File: src/rtl/i2c_pkg.sv
// Shared types and constants for the I2C command scheduler: op encodings,
// result tags, scheduler state enum and the one-hot mode check.
package i2c_pkg;

  localparam logic [3:0] OP_RD1 = 4'b0001;
  localparam logic [3:0] OP_RD2 = 4'b0010;
  localparam logic [3:0] OP_WR1 = 4'b0100;
  localparam logic [3:0] OP_WR2 = 4'b1000;

  localparam logic [1:0] TAG_IDLE    = 2'b00;
  localparam logic [1:0] TAG_DEFAULT = 2'b01;
  localparam logic [1:0] TAG_PC      = 2'b11;

  // Periodic temperature reads are always a two-byte read.
  localparam logic [7:0] DEFAULT_OP = {4'h0, OP_RD2};

  typedef enum logic [1:0] {
    ST_IDLE    = 2'd0,
    ST_ISSUE   = 2'd1,
    ST_WAIT    = 2'd2,
    ST_RECOVER = 2'd3
  } sched_state_t;

  function automatic logic is_onehot4(input logic [3:0] v);
    return (v == OP_RD1) || (v == OP_RD2) || (v == OP_WR1) || (v == OP_WR2);
  endfunction

endpackage

File: src/rtl/i2c_cmd_scheduler_if.sv
// Bundle of the PC-instruction handshake and the I2C controller issue/complete
// signals seen by the scheduler (slave) and its environment (master).
interface i2c_cmd_scheduler_if;
  // PC port: a transfer happens on a rising clk edge where pc_instr_valid and
  // pc_instr_ready are both 1; ready never depends on anything but current
  // state and inputs, and the offerer must hold its fields stable while valid.
  logic        pc_instr_valid;
  logic        pc_instr_ready;
  logic [7:0]  pc_instr_address;
  logic [7:0]  pc_instr_mode;
  logic [15:0] pc_instr_wdata;

  logic        full_i2cbuffer;
  logic        i2c_busy;
  logic        i2c_data_rdy;

  logic        i2c_start;
  logic [7:0]  i2c_address;
  logic [7:0]  i2c_op;
  logic [15:0] i2c_wdata;
  logic [1:0]  i2c_valid_instr;
  logic        i2c_abort;
  logic        instr_reject;
  logic        timeout_fault;

  modport slave (
    input  pc_instr_valid, pc_instr_address, pc_instr_mode, pc_instr_wdata,
    input  full_i2cbuffer, i2c_busy, i2c_data_rdy,
    output pc_instr_ready, i2c_start, i2c_address, i2c_op, i2c_wdata,
    output i2c_valid_instr, i2c_abort, instr_reject, timeout_fault
  );

  modport master (
    output pc_instr_valid, pc_instr_address, pc_instr_mode, pc_instr_wdata,
    output full_i2cbuffer, i2c_busy, i2c_data_rdy,
    input  pc_instr_ready, i2c_start, i2c_address, i2c_op, i2c_wdata,
    input  i2c_valid_instr, i2c_abort, instr_reject, timeout_fault
  );
endinterface

File: src/rtl/sched_period_timer.sv
// Counter 0..PERIOD_CYCLES-1 with a combinational wrap pulse; used both as the
// free-running default-read timer and as the WAIT watchdog.
module sched_period_timer #(
  parameter int unsigned PERIOD_CYCLES = 16
) (
  input  logic clk_i,
  input  logic rst_ni,
  input  logic clr_i,
  input  logic en_i,
  output logic wrap_o
);

  localparam int unsigned CNT_W = (PERIOD_CYCLES > 1) ? $clog2(PERIOD_CYCLES) : 1;
  localparam logic [CNT_W-1:0] LAST = CNT_W'(PERIOD_CYCLES - 1);

  logic [CNT_W-1:0] cnt_q, cnt_d;

  assign wrap_o = en_i && (cnt_q == LAST);

  always_comb begin
    cnt_d = cnt_q;
    if (clr_i) begin
      cnt_d = '0;
    end else if (en_i) begin
      cnt_d = wrap_o ? '0 : cnt_q + 1'b1;
    end
  end

  always_ff @(posedge clk_i or negedge rst_ni) begin
    if (!rst_ni) cnt_q <= '0;
    else         cnt_q <= cnt_d;
  end

endmodule

File: src/rtl/i2c_cmd_scheduler.sv
// Chooses between PC instructions and periodic temperature reads, issues them to
// the I2C controller and waits for completion. Watchdog/abort under SCHED_TIMEOUT_EN.
module i2c_cmd_scheduler
  import i2c_pkg::*;
#(
  parameter int unsigned PERIOD_CYCLES  = 50_000_000,
  parameter logic [7:0]  TEMP_REG_ADDR  = 8'h00,
  parameter int unsigned TIMEOUT_CYCLES = 1_000_000
) (
  input  logic                 clk,
  input  logic                 reset,
  i2c_cmd_scheduler_if.slave   bus,
  output sched_state_t         dbg_state_o
);

  sched_state_t state_q, state_d;
  logic         pending_q, pending_d;
  logic         acc_q, acc_d;
  logic         reject_q, reject_d;
  logic [7:0]   addr_q, addr_d;
  logic [7:0]   op_q, op_d;
  logic [15:0]  wdata_q, wdata_d;
  logic [1:0]   tag_q, tag_d;
  logic         period_wrap;
  logic         wd_expire;

  sched_period_timer #(.PERIOD_CYCLES(PERIOD_CYCLES)) u_period (
    .clk_i  (clk),
    .rst_ni (reset),
    .clr_i  (1'b0),
    .en_i   (1'b1),
    .wrap_o (period_wrap)
  );

`ifdef SCHED_TIMEOUT_EN
  sched_period_timer #(.PERIOD_CYCLES(TIMEOUT_CYCLES)) u_watchdog (
    .clk_i  (clk),
    .rst_ni (reset),
    .clr_i  (state_q == ST_ISSUE),
    .en_i   (state_q == ST_WAIT),
    .wrap_o (wd_expire)
  );
  assign bus.i2c_abort     = (state_q == ST_RECOVER);
  assign bus.timeout_fault = (state_q == ST_RECOVER);
`else
  assign wd_expire         = 1'b0;
  assign bus.i2c_abort     = 1'b0;
  assign bus.timeout_fault = 1'b0;
`endif

  // acc_q blocks a second accept in the cycle between capture and issue.
  assign bus.pc_instr_ready = (state_q == ST_IDLE) && !acc_q && bus.pc_instr_valid &&
                              !bus.full_i2cbuffer && !bus.i2c_busy;

  assign bus.i2c_start       = (state_q == ST_ISSUE);
  assign bus.i2c_address     = addr_q;
  assign bus.i2c_op          = op_q;
  assign bus.i2c_wdata       = wdata_q;
  assign bus.i2c_valid_instr = tag_q;
  assign bus.instr_reject    = reject_q;
  assign dbg_state_o         = state_q;

  always_comb begin
    state_d   = state_q;
    pending_d = pending_q | period_wrap;
    acc_d     = 1'b0;
    reject_d  = 1'b0;
    addr_d    = addr_q;
    op_d      = op_q;
    wdata_d   = wdata_q;
    tag_d     = tag_q;
    unique case (state_q)
      ST_IDLE: begin
        if (acc_q) begin
          state_d = ST_ISSUE;
          tag_d   = TAG_PC;
        end else if (bus.pc_instr_ready) begin
          if (is_onehot4(bus.pc_instr_mode[3:0])) begin
            acc_d   = 1'b1;
            addr_d  = bus.pc_instr_address;
            op_d    = bus.pc_instr_mode;
            wdata_d = bus.pc_instr_wdata;
          end else begin
            reject_d = 1'b1;
          end
        end else if (pending_q && !bus.i2c_busy) begin
          // Default reads bypass the result buffer, so full_i2cbuffer is ignored.
          pending_d = period_wrap;
          state_d   = ST_ISSUE;
          addr_d    = TEMP_REG_ADDR;
          op_d      = DEFAULT_OP;
          wdata_d   = '0;
          tag_d     = TAG_DEFAULT;
        end
      end
      ST_ISSUE: state_d = ST_WAIT;
      ST_WAIT: begin
        if (bus.i2c_data_rdy) begin
          state_d = ST_IDLE;
          tag_d   = TAG_IDLE;
        end else if (wd_expire) begin
          state_d = ST_RECOVER;
          addr_d  = '0;
          op_d    = '0;
          wdata_d = '0;
          tag_d   = TAG_IDLE;
        end
      end
      ST_RECOVER: state_d = ST_IDLE;
      default:    state_d = ST_IDLE;
    endcase
  end

  always_ff @(posedge clk or negedge reset) begin
    if (!reset) begin
      state_q   <= ST_IDLE;
      pending_q <= 1'b0;
      acc_q     <= 1'b0;
      reject_q  <= 1'b0;
      addr_q    <= '0;
      op_q      <= '0;
      wdata_q   <= '0;
      tag_q     <= TAG_IDLE;
    end else begin
      state_q   <= state_d;
      pending_q <= pending_d;
      acc_q     <= acc_d;
      reject_q  <= reject_d;
      addr_q    <= addr_d;
      op_q      <= op_d;
      wdata_q   <= wdata_d;
      tag_q     <= tag_d;
    end
  end

endmodule

File: src/flat_wrapper.sv
// flat-port wrapper written by rule: the top's interface ports become plain ports
module i2c_cmd_scheduler_flat import i2c_pkg::*;
#(
  parameter int unsigned PERIOD_CYCLES  = 50_000_000,
  parameter logic [7:0]  TEMP_REG_ADDR  = 8'h00,
  parameter int unsigned TIMEOUT_CYCLES = 1_000_000
)
  (clk, reset, dbg_state_o, bus_pc_instr_valid, bus_pc_instr_address, bus_pc_instr_mode, bus_pc_instr_wdata, bus_full_i2cbuffer, bus_i2c_busy, bus_i2c_data_rdy, bus_pc_instr_ready, bus_i2c_start, bus_i2c_address, bus_i2c_op, bus_i2c_wdata, bus_i2c_valid_instr, bus_i2c_abort, bus_instr_reject, bus_timeout_fault);
  i2c_cmd_scheduler_if bus_i ();
  input  logic clk;
  input  logic reset;
  output sched_state_t dbg_state_o;
  input wire logic [$bits(bus_i.pc_instr_valid)-1:0] bus_pc_instr_valid;
  input wire logic [$bits(bus_i.pc_instr_address)-1:0] bus_pc_instr_address;
  input wire logic [$bits(bus_i.pc_instr_mode)-1:0] bus_pc_instr_mode;
  input wire logic [$bits(bus_i.pc_instr_wdata)-1:0] bus_pc_instr_wdata;
  input wire logic [$bits(bus_i.full_i2cbuffer)-1:0] bus_full_i2cbuffer;
  input wire logic [$bits(bus_i.i2c_busy)-1:0] bus_i2c_busy;
  input wire logic [$bits(bus_i.i2c_data_rdy)-1:0] bus_i2c_data_rdy;
  output wire logic [$bits(bus_i.pc_instr_ready)-1:0] bus_pc_instr_ready;
  output wire logic [$bits(bus_i.i2c_start)-1:0] bus_i2c_start;
  output wire logic [$bits(bus_i.i2c_address)-1:0] bus_i2c_address;
  output wire logic [$bits(bus_i.i2c_op)-1:0] bus_i2c_op;
  output wire logic [$bits(bus_i.i2c_wdata)-1:0] bus_i2c_wdata;
  output wire logic [$bits(bus_i.i2c_valid_instr)-1:0] bus_i2c_valid_instr;
  output wire logic [$bits(bus_i.i2c_abort)-1:0] bus_i2c_abort;
  output wire logic [$bits(bus_i.instr_reject)-1:0] bus_instr_reject;
  output wire logic [$bits(bus_i.timeout_fault)-1:0] bus_timeout_fault;
  assign bus_i.pc_instr_valid = bus_pc_instr_valid;
  assign bus_i.pc_instr_address = bus_pc_instr_address;
  assign bus_i.pc_instr_mode = bus_pc_instr_mode;
  assign bus_i.pc_instr_wdata = bus_pc_instr_wdata;
  assign bus_i.full_i2cbuffer = bus_full_i2cbuffer;
  assign bus_i.i2c_busy = bus_i2c_busy;
  assign bus_i.i2c_data_rdy = bus_i2c_data_rdy;
  assign bus_pc_instr_ready = bus_i.pc_instr_ready;
  assign bus_i2c_start = bus_i.i2c_start;
  assign bus_i2c_address = bus_i.i2c_address;
  assign bus_i2c_op = bus_i.i2c_op;
  assign bus_i2c_wdata = bus_i.i2c_wdata;
  assign bus_i2c_valid_instr = bus_i.i2c_valid_instr;
  assign bus_i2c_abort = bus_i.i2c_abort;
  assign bus_instr_reject = bus_i.instr_reject;
  assign bus_timeout_fault = bus_i.timeout_fault;
  i2c_cmd_scheduler #(.PERIOD_CYCLES(PERIOD_CYCLES), .TEMP_REG_ADDR(TEMP_REG_ADDR), .TIMEOUT_CYCLES(TIMEOUT_CYCLES)) u_core (.clk(clk), .reset(reset), .bus(bus_i), .dbg_state_o(dbg_state_o));
endmodule
File: config.mk
export PLATFORM = sky130hd
export DESIGN_NAME = i2c_cmd_scheduler_flat
export DESIGN_NICKNAME = d
export VERILOG_FILES = /design/src/rtl/i2c_pkg.sv /design/src/rtl/i2c_cmd_scheduler_if.sv /design/src/rtl/sched_period_timer.sv /design/src/rtl/i2c_cmd_scheduler.sv /design/src/flat_wrapper.sv
export SDC_FILE = /design/constraint.sdc
export NUM_CORES = 1
export LEC_CHECK = 0
export ABC_AREA = 1
export CAP_MARGIN = 20
export CORE_ASPECT_RATIO = 0.8
export CORE_MARGIN = 10
export CORE_UTILIZATION = 36
export DETAILED_ROUTE_END_ITERATION = 8
export SETUP_SLACK_MARGIN = 0.5
export SKIP_LAST_GASP = 1
export SLEW_MARGIN = 20
export SYNTH_ARGS = -nofsm -noshare
export SYNTH_HDL_FRONTEND = slang
export SYNTH_HIERARCHICAL = 1
export SYNTH_SLANG_ARGS = --single-unit
File: constraint.sdc
create_clock -name clk -period 1.97 [get_ports clk]
set_input_delay 0.2955 -clock clk [delete_from_list [all_inputs] [get_ports clk]]
set_output_delay 0.2955 -clock clk [all_outputs]
set_load 0.05 [all_outputs]
==> flow_summary.html <==
<table>
<tr><th>Metric</th><th>Value</th></tr>
<tr><th colspan="2">Logic synthesis</th></tr>
<tr><td>Sequential element share of the synthesized area</td><td>0.480</td></tr>
<tr><td>Post-Syn Area</td><td>3390 um2</td></tr>
<tr><td>Yosys warnings</td><td>6</td></tr>
<tr><td>Number of unique standard cell types used by synthesis</td><td>30</td></tr>
<tr><td>Average size of a mapped cell</td><td>7.76 um2</td></tr>
<tr><td>Number of instances in the synthesized netlist</td><td>437</td></tr>
<tr><td>Register bit count reported by yosys</td><td>65</td></tr>
<tr><th colspan="2">Timing</th></tr>
<tr><td>Setup clock skew after layout</td><td>0.00873 ns</td></tr>
<tr><td>Worst hold slack</td><td>0.470 ns</td></tr>
<tr><td>Fin Setup TNS</td><td>0 ns</td></tr>
<tr><td>Maximum operating frequency</td><td>621 MHz</td></tr>
<tr><td>Max-slew violations</td><td>0</td></tr>
<tr><td>Number of hold-slack violations in the final timing report</td><td>0</td></tr>
<tr><td>Final clock period utilization by the worst path</td><td>0.817</td></tr>
<tr><td>Setup repair after global routing missed its margin</td><td>true</td></tr>
<tr><td>Tmin final</td><td>1.61 ns</td></tr>
<tr><td>Final-report setup violation count</td><td>0</td></tr>
<tr><td>Final worst slack</td><td>0.360 ns</td></tr>
<tr><th colspan="2">Setup path</th></tr>
<tr><td>Register-to-Register Setup Slack</td><td>0.47 ns</td></tr>
<tr><td>Cell depth of the worst flop-to-flop path</td><td>8</td></tr>
<tr><td>RR Endpoint</td><td>u_core/bus.i2c_wdata[8]</td></tr>
<tr><td>Startpoint Class</td><td>input port</td></tr>
<tr><td>Critical Path Fanout Max</td><td>3</td></tr>
<tr><td>Endpoint of the worst setup timing path</td><td>bus_pc_instr_ready</td></tr>
<tr><td>Critical path launch point</td><td>bus_pc_instr_valid</td></tr>
<tr><td>Worst r2r src</td><td>u_core/dbg_state_o[0]</td></tr>
<tr><td>CP Capture Type</td><td>output pin</td></tr>
<tr><td>Required time of the critical path</td><td>1.67 ns</td></tr>
<tr><td>Arrival @ worst endpoint</td><td>1.31 ns</td></tr>
<tr><td>Critical path type</td><td>in -&gt; out</td></tr>
<tr><th colspan="2">Layout</th></tr>
<tr><td>Layout overhead on the synthesized area</td><td>47.7%</td></tr>
<tr><td>Share of final-layout standard cells stronger than drive strength 1</td><td>0.268</td></tr>
<tr><td>Final design instance area without fill</td><td>5010 um2</td></tr>
<tr><td>Number of antenna cells inserted</td><td>0</td></tr>
<tr><td>Final Net Count</td><td>583</td></tr>
<tr><th colspan="2">Clock tree</th></tr>
<tr><td>CTS buffer count</td><td>9</td></tr>
<tr><td>Clock-pin slew on the worst setup and hold paths</td><td>0.06 ns</td></tr>
<tr><td>Clock sink count</td><td>65</td></tr>
<tr><td>Worst-Skew Late Latency</td><td>0.33 ns</td></tr>
<tr><td>Root buffer cell</td><td>sky130_fd_sc_hd__clkbuf_16</td></tr>
<tr><td>Number of buffers on the longest clock path</td><td>2</td></tr>
<tr><td>TritonCTS clock tree</td><td>built</td></tr>
<tr><td>Number of H-tree levels</td><td>3</td></tr>
<tr><th colspan="2">Pwr</th></tr>
<tr><td>Power per Cell Area</td><td>1110 nW/um2</td></tr>
<tr><td>Cell leakage power</td><td>2.30 nW</td></tr>
<tr><td>Worst VDD drop</td><td>0.000717 V</td></tr>
<tr><th colspan="2">Placed design</th></tr>
<tr><td>Placement Cell Area</td><td>4340 um2</td></tr>
<tr><td>Worst slack at placement</td><td>0.190 ns</td></tr>
<tr><td>Final HPWL DP</td><td>6690 um</td></tr>
<tr><td>Number of port buffers</td><td>76</td></tr>
<tr><td>Global placer's final weighted congestion</td><td>0.834</td></tr>
<tr><th colspan="2">Floorplanning</th></tr>
<tr><td>Starting density of the core</td><td>0.372</td></tr>
<tr><td>Die ar.</td><td>13,700 um2</td></tr>
<tr><td>Placement Rows</td><td>31</td></tr>
<tr><td>Die Span Y</td><td>107 um</td></tr>
<tr><td>Number of top-level design ports</td><td>79</td></tr>
<tr><td>Chip Width</td><td>129 um</td></tr>
<tr><td>Core Area</td><td>9110 um2</td></tr>
<tr><th colspan="2">Global routing</th></tr>
<tr><td>Sum of overflow across all layers after global routing</td><td>0</td></tr>
<tr><td>Overall global routing resource usage</td><td>0.142</td></tr>
<tr><td>Number of antenna violations at the first check in global routing</td><td>0</td></tr>
<tr><td>Vias in the first global route</td><td>3,058</td></tr>
<tr><td>Largest net degree at the start of global routing</td><td>66</td></tr>
<tr><td>Global-route wire length before repair</td><td>15,600 um</td></tr>
<tr><th colspan="2">Worst hold path</th></tr>
<tr><td>Worst min path class</td><td>reg -&gt; reg</td></tr>
<tr><th colspan="2">Route</th></tr>
<tr><td>Average wire per standard cell</td><td>14.2 um</td></tr>
<tr><td>Count of nets left with antenna violations after detail routing</td><td>0</td></tr>
<tr><td>DRC violation total after the first TritonRoute iteration</td><td>156</td></tr>
<tr><td>Routed via count divided by cell count</td><td>4.63</td></tr>
<tr><td>Wire length after detailed routing</td><td>9400 um</td></tr>
<tr><td>Total DRC errors in the routed layout</td><td>0</td></tr>
<tr><td>Vias</td><td>3,070</td></tr>
<tr><td>DRT Pass-1 Iters</td><td>4</td></tr>
<tr><th colspan="2">Job</th></tr>
<tr><td>Max Cap Violations</td><td>0</td></tr>
<tr><th colspan="2">Run status</th></tr>
<tr><td>Status</td><td>finished, final reports clean</td></tr>
</table>
==> per-layer routing <==
metal | global-route usage | up-vias | routed length [um]
met5 | 0 | - | 0
met4 | 0.0437 | 0 | 90
met3 | 0.0453 | 9 | 500
met2 | 0.224 | 62 | 4620
met1 | 0.181 | 1448 | 4180
li1 | - | 1551 | -
==> where the power goes <==
| part | internal [W] | switching (W) | leakage (nW) |
|---|---|---|---|
| Sequential | 0.00160 | 0.000169 | 0.877 |
| Clock | 0.000990 | 0.000626 | 0.146 |
| Combinational | 0.000690 | 0.00146 | 1.28 |
| Total | 0.00329 | 0.00226 | 2.30 |
==> how the worst min path moves through the flow <==
stage	startpoint	end	slack, ns	depth (start not counted)
2_1_floorplan	reset	u_core/acc_q	-0.00009	0
3_3_place_gp	reset	u_core/bus.i2c_wdata[14]	0.34	2
3_5_place_dp	reset	u_core/bus.i2c_wdata[12]	0.34	2
4_1_cts	u_core/bus.i2c_op[1]	u_core/bus.i2c_op[1]	0.47	2
5_1_grt	bus_pc_instr_wdata[6]	u_core/bus.i2c_wdata[6]	0.49	3
6_report	u_core/bus.i2c_op[0]	u_core/bus.i2c_op[0]	0.47	2
==> cell usage in the layout (no fill, tap or decap), types with 2 or more instances in the layout <==
| cell type | synthesis | final |
|---|---|---|
| sky130_fd_sc_hd__inv_6 | 0 | 2 |
| sky130_fd_sc_hd__clkdlybuf4s15_2 | 0 | 36 |
| sky130_fd_sc_hd__xor2_1 | 7 | 7 |
| sky130_fd_sc_hd__nand3_1 | 22 | 16 |
| sky130_fd_sc_hd__nand2_1 | 167 | 160 |
| sky130_fd_sc_hd__buf_6 | 3 | 3 |
| sky130_fd_sc_hd__a21oi_1 | 9 | 8 |
| sky130_fd_sc_hd__a21oi_2 | 1 | 2 |
| sky130_fd_sc_hd__clkbuf_16 | 0 | 9 |
| sky130_fd_sc_hd__nand2_4 | 2 | 3 |
| sky130_fd_sc_hd__nor2_4 | 3 | 13 |
| sky130_fd_sc_hd__nor3b_1 | 2 | 2 |
| sky130_fd_sc_hd__o21bai_1 | 2 | 2 |
| sky130_fd_sc_hd__nand2_8 | 0 | 4 |
| sky130_fd_sc_hd__buf_12 | 1 | 5 |
| sky130_fd_sc_hd__nor2_1 | 57 | 49 |
| sky130_fd_sc_hd__buf_4 | 5 | 12 |
| sky130_fd_sc_hd__nand3_2 | 0 | 6 |
| sky130_fd_sc_hd__conb_1 | 2 | 9 |
| sky130_fd_sc_hd__nor3_2 | 0 | 2 |
| sky130_fd_sc_hd__clkinv_4 | 0 | 2 |
| sky130_fd_sc_hd__nand3_4 | 2 | 2 |
| sky130_fd_sc_hd__inv_4 | 0 | 2 |
| sky130_fd_sc_hd__dfrtp_1 | 65 | 60 |
| sky130_fd_sc_hd__inv_1 | 39 | 34 |
| sky130_fd_sc_hd__xnor2_1 | 4 | 4 |
| sky130_fd_sc_hd__nor3_1 | 7 | 5 |
| sky130_fd_sc_hd__nor2_2 | 8 | 6 |
| sky130_fd_sc_hd__nand2_2 | 13 | 17 |
| sky130_fd_sc_hd__inv_2 | 2 | 5 |
| sky130_fd_sc_hd__dfrtp_2 | 0 | 5 |
| sky130_fd_sc_hd__clkdlybuf4s50_1 | 0 | 36 |
| sky130_fd_sc_hd__nand4_1 | 4 | 4 |
| sky130_fd_sc_hd__o21ai_0 | 3 | 3 |
==> final cells by class <==
| class | count | area, um2 |
|---|---|---|
| tap | 115 | 144 |
| inverter | 41 | 159 |
| clock buffer | 9 | 225 |
| fill | 839 | 4100 |
| clock inverter | 7 | 77.6 |
| multi-input combinational | 331 | 1760 |
| sequential | 65 | 1630 |
| timing repair buffer | 95 | 1010 |
==> synth_stat cells <==
master / number / area share
sky130_fd_sc_hd__nand3_1: 22 / 0.032
sky130_fd_sc_hd__nor2_1: 57 / 0.063
sky130_fd_sc_hd__inv_2: 2 / 0.0022
sky130_fd_sc_hd__dfrtp_1: 65 / 0.48
sky130_fd_sc_hd__xor2_1: 7 / 0.018
sky130_fd_sc_hd__nand3_4: 2 / 0.010
sky130_fd_sc_hd__nor2_8: 1 / 0.0059
sky130_fd_sc_hd__a21oi_2: 1 / 0.0026
sky130_fd_sc_hd__buf_12: 1 / 0.0059
sky130_fd_sc_hd__nor3_4: 1 / 0.0048
sky130_fd_sc_hd__buf_4: 5 / 0.011
sky130_fd_sc_hd__nor3b_1: 2 / 0.0044
sky130_fd_sc_hd__nand2_4: 2 / 0.0066
sky130_fd_sc_hd__nand2_2: 13 / 0.024
sky130_fd_sc_hd__ha_1: 2 / 0.0074
sky130_fd_sc_hd__nor2_2: 8 / 0.015
sky130_fd_sc_hd__a21boi_0: 1 / 0.0022
sky130_fd_sc_hd__o21bai_1: 2 / 0.0044
sky130_fd_sc_hd__a21oi_1: 9 / 0.013
sky130_fd_sc_hd__nor3_1: 7 / 0.010
sky130_fd_sc_hd__buf_6: 3 / 0.010
sky130_fd_sc_hd__or2_4: 1 / 0.0026
sky130_fd_sc_hd__nand2_1: 167 / 0.18
sky130_fd_sc_hd__conb_1: 2 / 0.0022
sky130_fd_sc_hd__nor2_4: 3 / 0.010
sky130_fd_sc_hd__nor4_1: 1 / 0.0018
sky130_fd_sc_hd__inv_1: 39 / 0.043
sky130_fd_sc_hd__o21ai_0: 3 / 0.0044
sky130_fd_sc_hd__xnor2_1: 4 / 0.010
sky130_fd_sc_hd__nand4_1: 4 / 0.0074
==> per-stage QoR <==
step | instances | util | total power [W]
final | 663 | 0.550 | 0.00554
after global routing | 663 | 0.550 | 0.00583
after CTS | 659 | 0.527 | 0.00557
after detailed placement | 633 | 0.476 | 0.00392
after global placement | 633 | 0.476 | 0.00390
after floorplan | 444 | - | 0.00314
==> registers in the layout, indices dropped and copies added (netlist names) <==
name	flops
u_core/bus.i2c_op	8
u_core/pending_q	1
u_core/u_period/cnt_q	26
u_core/bus.instr_reject	1
u_core/bus.i2c_wdata	16
u_core/acc_q	1
u_core/bus.i2c_valid_instr	2
u_core/dbg_state_o	2
u_core/bus.i2c_address	8
==> worst max-delay path: stages <==
cell,delay (ns)
sky130_fd_sc_hd__clkdlybuf4s50_1,0.45
sky130_fd_sc_hd__inv_1,0.03
sky130_fd_sc_hd__or2_4,0.26
sky130_fd_sc_hd__nor2_8,0.13
sky130_fd_sc_hd__buf_12,0.14
==> repair_timing <==
item,in CTS,in global routing
pin swaps,6,17
setup endpoints to repair,65,62
resized for setup,117,51
cloned,2,0
setup buffers,7,4
hold buffers,1,0
endpoints found under the hold margin,50,0
==> kinds of logic after synthesis <==
logic type / after synthesis / synth area share
adders and majority gates: 2 / 0.00738
xor gates and xnor gates: 11 / 0.0284
and+or+nand+nor: 291 / 0.383
AOI/OAI and AO/OA: 16 / 0.0269
DFF: 65 / 0.480
other: 2 / 0.00221
buffers and inverters: 50 / 0.0723
No activity file was read; power rests on OpenSTA's default activity.
